`src/rtl/sad_engine.sv`:
```
// Sum-of-absolute-differences engine: streams a block from two read ports and
// accumulates per-lane |a-b|. Define SAD_EARLY_TERM_EN for threshold abort.

module sad_lane #(
  parameter int PIX_W = 8
) (
  input  logic [PIX_W-1:0] a_i,
  input  logic [PIX_W-1:0] b_i,
  output logic [PIX_W-1:0] d_o
);
  assign d_o = (a_i >= b_i) ? (a_i - b_i) : (b_i - a_i);
endmodule

module sad_engine #(
  parameter int PIX_W     = 8,
  parameter int LANES     = 4,
  parameter int BLOCK_PIX = 256,
  parameter int ADDR_W    = 9,
  parameter int RD_LAT    = 1,
  parameter int SAD_W     = 32
) (
  input  logic                   clk,
  input  logic                   rst_n,
  input  logic                   start,
  input  logic [PIX_W*LANES-1:0] a_data,
  input  logic [PIX_W*LANES-1:0] b_data,
`ifdef SAD_EARLY_TERM_EN
  input  logic [SAD_W-1:0]       thresh,
  output logic                   aborted,
`endif
  output logic [ADDR_W-1:0]      ab_addr,
  output logic                   rd_en,
  output logic                   busy,
  output logic                   done,
  output logic [SAD_W-1:0]       sad
);
  localparam int WORDS  = BLOCK_PIX / LANES;
  localparam int TREE_W = PIX_W + $clog2(LANES);

  if (BLOCK_PIX % LANES != 0) begin : g_chk_lanes
    $error("BLOCK_PIX must be a multiple of LANES");
  end
  if ((2 ** ADDR_W) < WORDS) begin : g_chk_addr
    $error("ADDR_W too small for WORDS");
  end
  if (RD_LAT < 1) begin : g_chk_lat
    $error("RD_LAT must be >= 1");
  end
  if (SAD_W < PIX_W + $clog2(BLOCK_PIX)) begin : g_chk_sad
    $error("SAD_W too small for BLOCK_PIX");
  end

  typedef enum logic [1:0] {IDLE, RUN, DRAIN, DONE} state_e;
  state_e state_q, state_d;

  logic [ADDR_W-1:0]             addr_q, addr_d;
  logic [RD_LAT:1]               vld_q, last_q;
  logic [RD_LAT:0]               vld_pipe, last_pipe;
  logic [LANES-1:0][PIX_W-1:0]   a_lane, b_lane, diff;
  logic [TREE_W-1:0]             tree_d, tree_q;
  logic                          s1_vld_q, s1_last_q;
  logic [SAD_W-1:0]              acc_q, acc_sum, sad_q;
  logic                          aborted_q;
  logic                          last_issue, term, clr, load_sad;

  assign a_lane = a_data;
  assign b_lane = b_data;

  for (genvar g = 0; g < LANES; g++) begin : g_lane
    sad_lane #(.PIX_W(PIX_W)) u_lane (.a_i(a_lane[g]), .b_i(b_lane[g]), .d_o(diff[g]));
  end

  always_comb begin
    tree_d = '0;
    for (int i = 0; i < LANES; i++) tree_d = tree_d + TREE_W'(diff[i]);
  end

  assign acc_sum    = acc_q + SAD_W'(tree_q);
  assign last_issue = (state_q == RUN) && (addr_q == ADDR_W'(WORDS - 1));

`ifdef SAD_EARLY_TERM_EN
  assign term = ((state_q == RUN) || (state_q == DRAIN)) && (acc_q > thresh);
`else
  assign term = 1'b0;
`endif

  always_comb begin
    state_d = state_q;
    addr_d  = addr_q;
    rd_en   = 1'b0;
    case (state_q)
      IDLE:  if (start) begin state_d = RUN; addr_d = '0; end
      RUN: begin
        rd_en = 1'b1;
        if (last_issue) state_d = DRAIN;
        else            addr_d  = addr_q + ADDR_W'(1);
      end
      DRAIN: if (s1_vld_q && s1_last_q) state_d = DONE;
      DONE: begin
        if (start) begin state_d = RUN; addr_d = '0; end
        else       state_d = IDLE;
      end
      default: state_d = IDLE;
    endcase
    // Abort wins over everything: stop issuing and report on the next cycle.
    if (term) begin
      state_d = DONE;
      addr_d  = addr_q;
      rd_en   = 1'b0;
    end
  end

  assign vld_pipe  = {vld_q, rd_en};
  assign last_pipe = {last_q, rd_en && last_issue};
  assign clr       = (state_d == RUN) && (state_q != RUN);
  assign load_sad  = (state_d == DONE) && (state_q != DONE);

  always_ff @(posedge clk or negedge rst_n) begin
    if (!rst_n) begin
      state_q   <= IDLE;
      addr_q    <= '0;
      vld_q     <= '0;
      last_q    <= '0;
      tree_q    <= '0;
      s1_vld_q  <= 1'b0;
      s1_last_q <= 1'b0;
      acc_q     <= '0;
      sad_q     <= '0;
      aborted_q <= 1'b0;
    end else begin
      state_q   <= state_d;
      addr_q    <= addr_d;
      vld_q     <= term ? '0 : vld_pipe[RD_LAT-1:0];
      last_q    <= term ? '0 : last_pipe[RD_LAT-1:0];
      tree_q    <= tree_d;
      s1_vld_q  <= vld_pipe[RD_LAT] && !term;
      s1_last_q <= last_pipe[RD_LAT] && !term;
      if (clr)                      acc_q <= '0;
      else if (s1_vld_q && !term)   acc_q <= acc_sum;
      if (load_sad) begin
        sad_q     <= term ? acc_q : acc_sum;
        aborted_q <= term;
      end
    end
  end

  assign ab_addr = addr_q;
  assign busy    = (state_q == RUN) || (state_q == DRAIN);
  assign done    = (state_q == DONE);
  assign sad     = sad_q;
`ifdef SAD_EARLY_TERM_EN
  assign aborted = aborted_q;
`endif

endmodule
```
`config.mk`:
```
export PLATFORM = sky130hd
export DESIGN_NAME = sad_engine
export DESIGN_NICKNAME = d
export VERILOG_FILES = /design/src/rtl/sad_engine.sv
export SDC_FILE = /design/constraint.sdc
export NUM_CORES = 1
export LEC_CHECK = 0
export ABC_AREA = 1
export CAP_MARGIN = 20
export CORE_AREA = 3 3 117 141
export DETAILED_ROUTE_END_ITERATION = 8
export DIE_AREA = 0 0 120 144
export HOLD_SLACK_MARGIN = 0.12
export PLACE_DENSITY = 0.81
export SETUP_SLACK_MARGIN = 0.4
export SLEW_MARGIN = 10
export SYNTH_ARGS = -nofsm -noshare
export SYNTH_HDL_FRONTEND = slang
export SYNTH_SLANG_ARGS = --single-unit
```
`constraint.sdc`:
```
create_clock -name clk -period 2 [get_ports clk]
set_input_delay 0.3 -clock clk [delete_from_list [all_inputs] [get_ports clk]]
set_output_delay 0.3 -clock clk [all_outputs]
set_load 0.1 [all_outputs]
```
==> results.yml, run 1 <==
floorplan:
  chip_height_um: 144
  floorplan.initialDensity_pct: 56.9
  io-pin-count: 111
  placement_rows: 49
  die_w_um: 120
status:
  last-stage-reached: "5_1_grt"
  firstError: "[ERROR GRT-0232] Routing congestion too high. Check the congestion heatmap in the GUI."
  run_status: "aborted with a tool error"
cts:
  cts.sinks: 89
  cts_buffers: 9
  cts_root_buf: "sky130_fd_sc_hd__clkbuf_16"
  number_of_levels_in_the_clock_h_tree: 3
  clk_path_buf_depth: 2
synth:
  yosysMostFrequentCell: "sky130_fd_sc_hd__nand2_1"
  synthDominantCellAreaShare_pct: 25.9
  synth_top_family_by_area: "simple AND/OR/NAND/NOR gates"
  post_synth_num_cell_types: 35
  synth-warning-count: 0
  yosys.area_share.xor_xnor_pct: 6.51
  count_of_flip_flops_with_a_built_in_enable_after_synthesis: 0
  synthesis.area_per_instance_sq_um: 6.79
  synth_commonest_cells: "sky130_fd_sc_hd__nand2_1 (485), sky130_fd_sc_hd__inv_1 (231), sky130_fd_sc_hd__dfrtp_1 (89)"
  asyncSetResetFlopFracSynth_pct: 100
  mappedNetlistArea_sq_mm: 0.00861
  postSynthCellCount: 1268
  synthDominantAreaCellType: "sky130_fd_sc_hd__dfrtp_1"
  yosys-top-cells-area: "sky130_fd_sc_hd__dfrtp_1 (26%), sky130_fd_sc_hd__nand2_1 (21%), sky130_fd_sc_hd__ha_1 (12%)"
  synth-simple-area-share_pct: 30.3
  fraction_of_synthesized_area_in_multiplexers_pct: 0
  ys_dominant_reg_cell: "sky130_fd_sc_hd__dfrtp_1"
  synthesis.nets: 1444
  synth_fa_ha_area_share_pct: 18.0
  synth_compound_gate_area_share_pct: 6.94
  synth_sequential_area_ratio_pct: 25.9
  postSynthRegisterBits: 89
place:
  pre_cts_slack_ns: -2.32
  dp_hpwl_um: 17300
  placed_cell_area_sq_mm: 0.0112
  dp_cells: 1702
  portBuffers: 110
  gp_congestion: 0.955
global_routing:
  grt-ovfl-total: 4
  grt_start_max_net_pins: 90
  grt_util_all_layers_pct: 60.1
sta:
  critical_endpoint_after_global_route_timing_repair: "tree_q[7]$_DFF_PN0_/D"
  timing.worst_endpoint.kind: "register input"
-- cells by family after synthesis --
family / Yosys count
buf+inv: 261
simple gates: 634
fa+ha+maj: 109
compound gates: 111
flops: 89
xor+xnor: 64
-- timing repair --
action | CTS
gates resized for setup | 333
setup buffers | 54
setup endpoints to repair | 84
hold endpoints to repair | 89
cloned | 8
pin swaps | 118
hold buffers | 1
-- stage by stage --
| step | utilization (%) | setup TNS [ns] |
|---|---|---|
| after floorplan | - | -12.12 |
| after global placement | 73.7 | -19.96 |
| after detailed placement | 73.7 | -23.32 |
| after CTS | 85.4 | -13.16 |
-- routing by layer --
metal  overflow  global-route usage (%)
met1          0                    56.8
met2          2                    84.3
met3          0                    41.3
met4          2                    57.7
met5          0                    11.4
==> inputs of run 2 (changes only) <==
--- a/config.mk
+++ b/config.mk
@@ -7,12 +7,10 @@
 export LEC_CHECK = 0
 export ABC_AREA = 1
 export CAP_MARGIN = 20
-export CORE_AREA = 3 3 117 141
+export CORE_AREA = 3 3 151 153
 export DETAILED_ROUTE_END_ITERATION = 8
-export DIE_AREA = 0 0 120 144
-export HOLD_SLACK_MARGIN = 0.12
-export PLACE_DENSITY = 0.81
-export SETUP_SLACK_MARGIN = 0.4
+export DIE_AREA = 0 0 154 156
+export PLACE_DENSITY_LB_ADDON = 0.15
 export SLEW_MARGIN = 10
 export SYNTH_ARGS = -nofsm -noshare
 export SYNTH_HDL_FRONTEND = slang
==> run 2 against run 1 <==
Against the previous run: the flow now finishes, with violations (setup timing); synthesized cell count unchanged; area after synthesis unchanged.
==> results.yml, run 2 <==
status:
  run_status: "finished, violations left"
  violations: "setup timing"
synth:
  synth-simple-area-share_pct: 30.3
  count_of_flip_flops_with_a_built_in_enable_after_synthesis: 0
  fraction_of_synthesized_area_in_multiplexers_pct: 0
  synth_sequential_area_ratio_pct: 25.9
  synth_commonest_cells: "sky130_fd_sc_hd__nand2_1 (485), sky130_fd_sc_hd__inv_1 (231), sky130_fd_sc_hd__dfrtp_1 (89)"
  yosys-top-cells-area: "sky130_fd_sc_hd__dfrtp_1 (26%), sky130_fd_sc_hd__nand2_1 (21%), sky130_fd_sc_hd__ha_1 (12%)"
  ys_dominant_reg_cell: "sky130_fd_sc_hd__dfrtp_1"
  synth_fa_ha_area_share_pct: 18.0
  yosysMostFrequentCell: "sky130_fd_sc_hd__nand2_1"
  postSynthCellCount: 1268
  synth-warning-count: 0
  synth_top_family_by_area: "simple AND/OR/NAND/NOR gates"
  synthDominantCellAreaShare_pct: 25.9
  postSynthRegisterBits: 89
  synthesis.nets: 1444
  post_synth_num_cell_types: 35
  synthesis.area_per_instance_sq_um: 6.79
  synth_compound_gate_area_share_pct: 6.94
  yosys.area_share.xor_xnor_pct: 6.51
  mappedNetlistArea_sq_mm: 0.00861
  synthDominantAreaCellType: "sky130_fd_sc_hd__dfrtp_1"
  asyncSetResetFlopFracSynth_pct: 100
layout:
  post_route_cells_drive_above_1_share_pct: 34.1
  antenna_cells: 0
  most_frequent_standard_cell_in_the_layout_excluding_fill_and_tap_cells: "sky130_fd_sc_hd__nand2_1"
  final_cell_mix: "sky130_fd_sc_hd__nand2_1 (426), sky130_fd_sc_hd__buf_4 (204), sky130_fd_sc_hd__inv_1 (181)"
  final_net_count: 1743
  n_fill_cell: 1991
  instances_no_fill: 1852
  layout-area-overhead-vs-synth_pct: 50.8
flow_run:
  maxCapViolations: 0
cts:
  number_of_levels_in_the_clock_h_tree: 3
  clk_latency_ns: 0.36
  tritoncts: "built"
  cts_buffers: 9
  cts.sinks: 89
  cts_root_buf: "sky130_fd_sc_hd__clkbuf_16"
  clk_path_buf_depth: 2
  cts.clk_slew.worst_paths_ns: 0.07
floorplan:
  placement_rows: 54
  io-pin-count: 111
  full_die_area_sq_mm: 0.0240
  die_w_um: 154
  floorplan.initialDensity_pct: 39.7
  chip_height_um: 156
  placeableCoreArea_sq_mm: 0.0217
global_routing:
  grt_start_max_net_pins: 50
  wire_length_of_the_first_global_routing_pass_um: 38900
  grt_util_all_layers_pct: 19.3
  first_global_vias: 8431
  grt_antenna_before_repair: 0
  grt-ovfl-total: 0
critical_path:
  worst_path_fanout_max: 5
  timing.critical_path.cells: "buf_8, inv_4, ha_4, inv_2, fa_2, nand3_4, nand3_4, nand2_2, nand3_4, inv_4, o21ai_4, fa_1, inv_1, fa_1, ha_4, inv_2, fa_2, nand3b_1, nand2_2, a21oi_1, nor2_1, nor2_1, xnor2_1"
  critical-path-top-cell-by-count: "sky130_fd_sc_hd__nand3_4"
  timing_worst_setup_path_type: "input port to register"
  arrival_ns: 3.81
  critical_path.max_stage_delay_ns: 0.55
  worst_ep_required_time_ns: 2.24
  cp-end-kind: "register"
  start_kind: "input port"
  worst_path_cell_with_the_longest_stage_delay: "sky130_fd_sc_hd__fa_1"
  worst_path_dominant_cell_family: "adder cells"
  critPathBufInv: 6
place:
  dp_cells: 1785
  dp_hpwl_um: 17700
  gp_congestion: 0.867
  pre_cts_slack_ns: -2.28
  portBuffers: 110
sta:
  least_margin_pin_slew_ns: 0.384
  final_hold_viol_count: 0
  number_of_setup_violations_in_the_final_report: 9
  fin_skew_ns: 0.0135
  min_cycle_time_layout_ns: 3.56
  worst_hold_margin_ns: 0.336
  post-route-period-util_pct: 178
  fmaxAchievable_ghz: 0.281
  minimum_setup_slack_in_the_final_design_ns: -1.56
  rsz0062_at_grt: "true"
  drv_slew: 0
  slew_headroom_pct: 74.4
  totalNegativeSetupSlack_ns: -11.59
detailed_routing:
  dr.first_iter.drc_count: 403
  dr_total_vias: 8628
  finalWirelength_um: 25000
  ant_nets: 0
  routed_wire_length_per_instance_um: 13.5
  drc_errors: 0
  viasPerCell: 4.66
  drt_pass1_iterations: 5
power:
  ir_drop_uv: 855
  p_leak_nw: 6.94
  power_density_mw_per_mm2: 1120
worst_hold_path:
  min_path_type: "input port to async pin"
run 2: routing by layer:
layer / GRT usage, % / part of all wire (%) / wire, um
met1: 25.0 / 44 / 10900
met2: 34.3 / 49 / 12400
met3: 2.69 / 4.1 / 1020
met4: 4.37 / 2.6 / 650
met5: 0 / 0 / 0
run 2: timing repair:
action	in CTS	in global routing
resized for setup	244	117
gates cloned	2	8
buffers inserted	30	12
hold endpoints to repair	12	0
hold buffers	1	0
setup endpoints to repair	71	74
pin swaps	77	41
run 2: worst reg2reg max path, stage by stage, from the launching register on:
cell                        delay [ns]
sky130_fd_sc_hd__dfrtp_1          0.42
sky130_fd_sc_hd__inv_2            0.08
sky130_fd_sc_hd__buf_4            0.14
sky130_fd_sc_hd__ha_4             0.16
sky130_fd_sc_hd__inv_4            0.06
sky130_fd_sc_hd__nor2_2           0.04
sky130_fd_sc_hd__o21ai_2          0.19
sky130_fd_sc_hd__nand3_2          0.13
sky130_fd_sc_hd__nor2_4           0.15
sky130_fd_sc_hd__buf_6            0.13
sky130_fd_sc_hd__nor2_4           0.05
sky130_fd_sc_hd__clkbuf_16        0.19
sky130_fd_sc_hd__nand2_1          0.07
sky130_fd_sc_hd__nand2_1          0.06
run 2: metrics by stage:
| stage | total power, mW | instance area (sq um) | utilization, % |
|---|---|---|---|
| floorplan | 7.79 | 8900 | - |
| global placement | 10.3 | 11200 | 51.8 |
| detailed placement | 10.4 | 11200 | 51.8 |
| CTS | 13.2 | 12300 | 56.8 |
| global route | 15.8 | 13000 | 59.9 |
| finish | 14.6 | 13000 | 59.9 |
run 2: power by group:
part	switching, mW	internal [mW]	leakage [nW]
sequential	0.277	2.15	1.18
clock	0.764	1.14	0.157
combinational	5.49	4.79	5.60
total	6.53	8.08	6.94
run 2: final timing paths:
path / from / endpoint / slack, ns / cells after the start
setup / recovery: a_data[8] / tree_q[7] / -1.56 / 23
hold / removal: rst_n / sad[5] / 0.34 / 2
setup reg to reg: state_q[1] / acc_q[18] / 0.04 / 13
hold reg to reg: last_q / s1_last_q / 0.35 / 0
max in group asynchronous: rst_n / sad[23] / 1.03 / 3
min in group clk: last_q / s1_last_q / 0.35 / 0
run 2: logic make-up (layout without fill, tap and decap cells):
family                     count (synthesis)  count (layout)
AOI/OAI and AO/OA                        111             111
xor gates and xnor gates                  64              64
adders and majority gates                109             109
buffers and inverters                    261             563
DFF                                       89              89
and+or+nand+nor                          634             636
run 2: layout make-up:
class,count,area [sq um],area share [%]
inverters,237,927,7.14
multi-input cells,920,6430,49.5
clock buffers,11,243,1.87
flip-flops and latches,89,2240,17.2
well taps,280,350,2.70
repair buffers,308,2690,20.7
repair inverters,2,17.5,0.135
clock inverters,5,85.1,0.655
Note: power is estimated with default switching activity, not from simulation.
==> inputs of run 3 (changes only) <==
--- a/config.mk
+++ b/config.mk
@@ -5,11 +5,12 @@
 export SDC_FILE = /design/constraint.sdc
 export NUM_CORES = 1
 export LEC_CHECK = 0
-export ABC_AREA = 1
+export ABC_CLOCK_PERIOD_IN_PS = 2000
 export CAP_MARGIN = 20
-export CORE_AREA = 3 3 151 153
+export CORE_AREA = 3 3 144 146
 export DETAILED_ROUTE_END_ITERATION = 8
-export DIE_AREA = 0 0 154 156
+export DIE_AREA = 0 0 147 149
+export HOLD_SLACK_MARGIN = 0.15
 export PLACE_DENSITY_LB_ADDON = 0.15
 export SLEW_MARGIN = 10
 export SYNTH_ARGS = -nofsm -noshare
==> run 3 against run 2 <==
Against the previous run: the run still ends with setup timing left; sequential power about the same; cell area fell by 4.5%; clock power fell by 16%; clock-buffer cell count shrank 1; critical path type unchanged; highest routed layer unchanged.
==> results.yml, run 3 <==
status:
  run_status: "finished, violations left"
  violations: "setup timing"
critical_path:
  arrival_ns: 4.42
  regToRegStartpoint: "tree_q[0]"
  cp-end-kind: "register"
  timing.reg2reg.worst_path_depth: 10
  timing_worst_setup_path_type: "input port to register"
  critical_path.startpoint: "a_data[13]"
  start_kind: "input port"
  worst_ep_required_time_ns: 2.22
  worst_path_fanout_max: 4
synth:
  synth-warning-count: 0
  fraction_of_synthesized_area_in_multiplexers_pct: 3.49
  yosys-top-cells-area: "sky130_fd_sc_hd__dfrtp_1 (29%), sky130_fd_sc_hd__ha_1 (14%), sky130_fd_sc_hd__fa_1 (6.4%)"
  asyncSetResetFlopFracSynth_pct: 100
  post_synth_num_cell_types: 63
  postSynthCellCount: 895
  count_of_flip_flops_with_a_built_in_enable_after_synthesis: 0
  mappedNetlistArea_sq_mm: 0.00777
  synth_commonest_cells: "sky130_fd_sc_hd__inv_1 (119), sky130_fd_sc_hd__dfrtp_1 (89), sky130_fd_sc_hd__nand2_1 (87)"
  synthesis.nets: 1071
  synth_compound_gate_area_share_pct: 16.2
  ys_dominant_reg_cell: "sky130_fd_sc_hd__dfrtp_1"
  yosysMostFrequentCell: "sky130_fd_sc_hd__inv_1"
  synth_fa_ha_area_share_pct: 20.0
  synthDominantAreaCellType: "sky130_fd_sc_hd__dfrtp_1"
  yosys.area_share.xor_xnor_pct: 8.68
  synthDominantCellAreaShare_pct: 28.6
  synth_top_family_by_area: "adder cells"
  synthesis.area_per_instance_sq_um: 8.69
  synth_sequential_area_ratio_pct: 28.6
  synth-simple-area-share_pct: 15.0
  postSynthRegisterBits: 89
sta:
  fmaxAchievable_ghz: 0.238
  minimum_setup_slack_in_the_final_design_ns: -2.20
  drv_slew: 0
  slew_headroom_pct: 71.3
  post-route-period-util_pct: 210
  rsz0062_at_grt: "true"
  totalNegativeSetupSlack_ns: -27.68
  number_of_setup_violations_in_the_final_report: 62
  fin_skew_ns: 0.0101
  final_hold_viol_count: 0
  least_margin_pin_slew_ns: 0.419
  min_cycle_time_layout_ns: 4.20
detailed_routing:
  dr_total_vias: 7355
  met3WireLength_um: 805
  drt_met1_wl_um: 9660
  ant_nets: 0
  drt_pass1_iterations: 5
  drc_errors: 0
  highest_layer: "met4"
  routed_wire_length_per_instance_um: 14.3
  route.met2.wl_um: 10600
  finalWirelength_um: 21300
  dr.first_iter.drc_count: 354
  viasPerCell: 4.92
global_routing:
  grt_antenna_before_repair: 0
  first_global_vias: 7333
  wire_length_of_the_first_global_routing_pass_um: 34800
  grt-ovfl-total: 0
  grt_start_max_net_pins: 37
  grt_util_all_layers_pct: 19.1
place:
  placed_cell_area_sq_mm: 0.0107
  dp_hpwl_um: 15100
  pre_cts_slack_ns: -3.09
  gp_congestion: 0.857
  portBuffers: 110
floorplan:
  floorplan.initialDensity_pct: 39.8
  placeableCoreArea_sq_mm: 0.0195
  chip_height_um: 149
  io-pin-count: 111
  placement_rows: 51
  full_die_area_sq_mm: 0.0219
  die_w_um: 147
layout:
  n_fill_cell: 1621
  final_core_utilization_pct: 63.5
  layout-area-overhead-vs-synth_pct: 59.5
  post_route_cells_drive_above_1_share_pct: 40.5
  final_cell_mix: "sky130_fd_sc_hd__buf_4 (250), sky130_fd_sc_hd__inv_1 (104), sky130_fd_sc_hd__dfrtp_1 (82)"
  final_net_count: 1402
  most_frequent_standard_cell_in_the_layout_excluding_fill_and_tap_cells: "sky130_fd_sc_hd__buf_4"
  final_design_area_no_fill_sq_mm: 0.0124
  antenna_cells: 0
flow_run:
  maxCapViolations: 0
worst_hold_path:
  min_path_type: "register to register"
  min_delay_path_depth: 0
  worst_hold_startpoint: "vld_q"
cts:
  clk_path_buf_depth: 2
  clk_latency_ns: 0.35
  cts_buffers: 9
  number_of_levels_in_the_clock_h_tree: 3
  cts_root_buf: "sky130_fd_sc_hd__clkbuf_16"
  cts.clk_slew.worst_paths_ns: 0.06
  tritoncts: "built"
  cts.sinks: 89
power:
  power_density_mw_per_mm2: 1190
  p_leak_nw: 6.06
  ir_drop_uv: 934
run 3: final timing paths:
kind	endpoint	slack, ns
hold / removal	s1_vld_q	0.35
max in group asynchronous	sad[20]	0.86
setup reg to reg	acc_q[28]	-0.39
hold reg to reg	s1_vld_q	0.35
setup / recovery	tree_q[8]	-2.20
min in group asynchronous	sad[4]	0.44
run 3: metrics by stage:
step	hold slack [ns]	total power, mW	cells
final	0.348	14.7	1496
after global routing	0.364	15.9	1496
after CTS	0.351	13.5	1490
after detailed placement	0.270	10.9	1435
after global placement	0.269	10.8	1435
after floorplan	0.00441	7.98	895
run 3: cell type report:
type	count	area [sq um]	share of cell area, %
multi-input cells	657	6000	48.4
clock buffers	10	229	1.85
flip-flops and latches	89	2240	18.1
inverters	119	462	3.72
repair buffers	350	3080	24.9
well taps	265	332	2.67
clock inverters	6	50.0	0.404
run 3: critical path, stage by stage:
cell and delay (ns):
sky130_fd_sc_hd__clkdlybuf4s50_1 0.48, sky130_fd_sc_hd__inv_1 0.07, sky130_fd_sc_hd__ha_4 0.27, sky130_fd_sc_hd__o21a_1 0.13, sky130_fd_sc_hd__o211ai_1 0.10, sky130_fd_sc_hd__a31oi_1 0.22, sky130_fd_sc_hd__a211o_2 0.23, sky130_fd_sc_hd__mux2i_2 0.29
sky130_fd_sc_hd__xor2_2 0.21, sky130_fd_sc_hd__fa_1 0.46, sky130_fd_sc_hd__fa_1 0.52, sky130_fd_sc_hd__inv_1 0.05, sky130_fd_sc_hd__ha_1 0.27, sky130_fd_sc_hd__a21o_1 0.19, sky130_fd_sc_hd__a21oi_2 0.16, sky130_fd_sc_hd__nor2b_1 0.08
sky130_fd_sc_hd__o21ai_2 0.17, sky130_fd_sc_hd__a21oi_2 0.08, sky130_fd_sc_hd__xor2_1 0.16
run 3: cell families (layout without fill, tap and decap cells):
family | after synthesis | count (layout)
AOI/OAI and AO/OA | 200 | 201
xor gates and xnor gates | 77 | 77
adders and majority gates | 109 | 109
buffers and inverters | 152 | 485
DFF | 89 | 89
muxes | 27 | 27
and+or+nand+nor | 241 | 243
run 3: timing repair:
item,CTS,global route
buffers inserted,31,11
pin swaps,89,78
resized for setup,137,117
setup endpoints to repair,68,80
hold buffers,1,0
endpoints found under the hold margin,28,0
cloned,9,2
run 3: report_power, final:
part,total [mW],switching (mW),internal [mW]
Combinational,10.7,5.41,5.30
Clock,1.59,0.737,0.855
Sequential,2.43,0.227,2.20
run 3: metal layers:
metal / GRT usage (%) / up-vias
li1: - / 3683
met1: 25.5 / 3498
met2: 33.3 / 154
met3: 3.22 / 20
met4: 3.26 / 0
met5: 0 / -
==> inputs of run 4 (changes only) <==
--- a/config.mk
+++ b/config.mk
@@ -11,7 +11,6 @@
 export DETAILED_ROUTE_END_ITERATION = 8
 export DIE_AREA = 0 0 147 149
 export HOLD_SLACK_MARGIN = 0.15
-export PLACE_DENSITY_LB_ADDON = 0.15
 export SLEW_MARGIN = 10
 export SYNTH_ARGS = -nofsm -noshare
 export SYNTH_HDL_FRONTEND = slang
==> run 4 against run 3 <==
Against the previous run: the run still ends with setup timing left; worst hold slack better by 0.0022 ns; worst setup slack gained 0.057 ns; sequential share of layout area down 0.37 points; core utilization is 1.3 points higher; sequential cell count unchanged.
==> results.yml, run 4 (synthesized netlist as in run 3, its figures left out) <==
sta:
  least_margin_pin_slew_ns: 0.574
  slew_headroom_pct: 61.3
  worst_hold_margin_ns: 0.350
  number_of_setup_violations_in_the_final_report: 72
  fin_skew_ns: 0.0108
  minimum_setup_slack_in_the_final_design_ns: -2.14
  post-route-period-util_pct: 207
  min_cycle_time_layout_ns: 4.14
  rsz0062_at_grt: "true"
  fmaxAchievable_ghz: 0.241
  totalNegativeSetupSlack_ns: -27.79
  final_hold_viol_count: 0
  drv_slew: 0
floorplan:
  io-pin-count: 111
  full_die_area_sq_mm: 0.0219
  chip_height_um: 149
  placement_rows: 51
  floorplan.initialDensity_pct: 39.8
  die_w_um: 147
  placeableCoreArea_sq_mm: 0.0195
detailed_routing:
  viasPerCell: 4.94
  drt_pass1_iterations: 5
  drc_errors: 0
  routed_wire_length_per_instance_um: 14.6
  dr.first_iter.drc_count: 270
  finalWirelength_um: 22000
  ant_nets: 0
  dr_total_vias: 7456
critical_path:
  timing.reg2reg.worst_path_depth: 10
  critPathBufInv: 5
  cp.depth: 21
  worst_path_dominant_cell_family: "adder cells"
  timing_worst_setup_path_type: "input port to register"
  start_kind: "input port"
  cp-end-kind: "register"
  worst_path_fanout_max: 5
  worst_path_cell_with_the_longest_stage_delay: "sky130_fd_sc_hd__fa_1"
  critical_path.max_stage_delay_ns: 0.55
  timing.critical_path.cells: "dlygate4sd2_1, inv_1, ha_4, o21a_1, o211ai_1, a31oi_4, a211o_4, buf_6, mux2i_4, fa_1, inv_2, fa_1, ha_4, inv_2, fa_2, nor2b_4, o21ai_1, nand2b_1, a21o_1, a21oi_2, xnor2_1"
  arrival_ns: 4.37
  worst_ep_required_time_ns: 2.23
cts:
  number_of_levels_in_the_clock_h_tree: 3
  clk_latency_ns: 0.35
  cts_buffers: 9
  tritoncts: "built"
  cts.sinks: 89
  clk_path_buf_depth: 2
  cts.clk_slew.worst_paths_ns: 0.06
  cts_root_buf: "sky130_fd_sc_hd__clkbuf_16"
layout:
  antenna_cells: 0
  most_frequent_standard_cell_in_the_layout_excluding_fill_and_tap_cells: "sky130_fd_sc_hd__buf_4"
  post_route_cells_drive_above_1_share_pct: 42.4
  n_fill_cell: 1592
  final_net_count: 1415
  final_cell_mix: "sky130_fd_sc_hd__buf_4 (258), sky130_fd_sc_hd__inv_1 (97), sky130_fd_sc_hd__dfrtp_1 (82)"
  layout-area-overhead-vs-synth_pct: 62.8
  instances_no_fill: 1509
status:
  violations: "setup timing"
  run_status: "finished, violations left"
worst_hold_path:
  min_delay_path_depth: 0
  min_path_type: "register to register"
power:
  p_leak_nw: 6.23
  ir_drop_uv: 700
  power_density_mw_per_mm2: 1170
place:
  dp_hpwl_um: 15300
  portBuffers: 110
  gp_congestion: 0.811
  dp_cells: 1449
global_routing:
  grt_start_max_net_pins: 34
  grt-ovfl-total: 0
  wire_length_of_the_first_global_routing_pass_um: 34100
  grt_util_all_layers_pct: 18.7
  first_global_vias: 7293
  grt_antenna_before_repair: 0
flow_run:
  maxCapViolations: 0
[run 4: path summary, 6_finish.rpt]
path | from | to | slack [ns]
setup / recovery | a_data[12] | tree_q[7] | -2.14
hold / removal | vld_q | s1_vld_q | 0.35
setup reg to reg | tree_q[0] | acc_q[30] | -0.48
hold reg to reg | vld_q | s1_vld_q | 0.35
max in group asynchronous | rst_n | ab_addr[0] | 0.99
min in group asynchronous | rst_n | acc_q[29] | 0.46
[run 4: final cells by class]
type | count | area [sq um] | area share, %
Clock buffer | 12 | 256 | 2.03
Clock inverter | 4 | 27.5 | 0.217
Inverter | 119 | 464 | 3.67
Multi-Input combinational cell | 655 | 6070 | 48.0
Sequential cell | 89 | 2240 | 17.7
Tap cell | 265 | 332 | 2.62
Timing Repair Buffer | 365 | 3260 | 25.8
[run 4: layer usage]
metal / vias up / track usage [%] / part of all wire (%)
met1: 3583 / 23.3 / 42
met5: - / 0 / 0
li1: 3703 / - / -
met4: 0 / 5.68 / 1.6
met2: 148 / 34.2 / 53
met3: 22 / 2.01 / 3.0
[run 4: repair_timing]
action,in CTS,in global routing
endpoints found under the setup margin,69,80
endpoints found under the hold margin,29,0
hold buffers,1,0
gates resized for setup,107,199
pin swaps,66,107
setup buffers,29,18
cloned,7,3
[run 4: stage by stage]
step | area, sq um | utilization, % | setup WS [ns] | total power [mW]
floorplan | 8020 | - | -2.20 | 7.98
global placement | 10800 | 55.4 | -2.99 | 10.8
detailed placement | 10800 | 55.4 | -3.14 | 11.0
CTS | 11800 | 60.3 | -2.33 | 13.4
global route | 12700 | 64.8 | -2.30 | 16.0
finish | 12700 | 64.8 | -2.14 | 14.8
[run 4: report_power, final]
part | internal (mW) | leakage (nW) | total [mW] | switching [mW]
Clock | 0.911 | 0.143 | 1.62 | 0.706
Sequential | 2.20 | 1.18 | 2.43 | 0.223
Combinational | 5.36 | 4.90 | 10.8 | 5.43
Total | 8.47 | 6.23 | 14.8 | 6.36
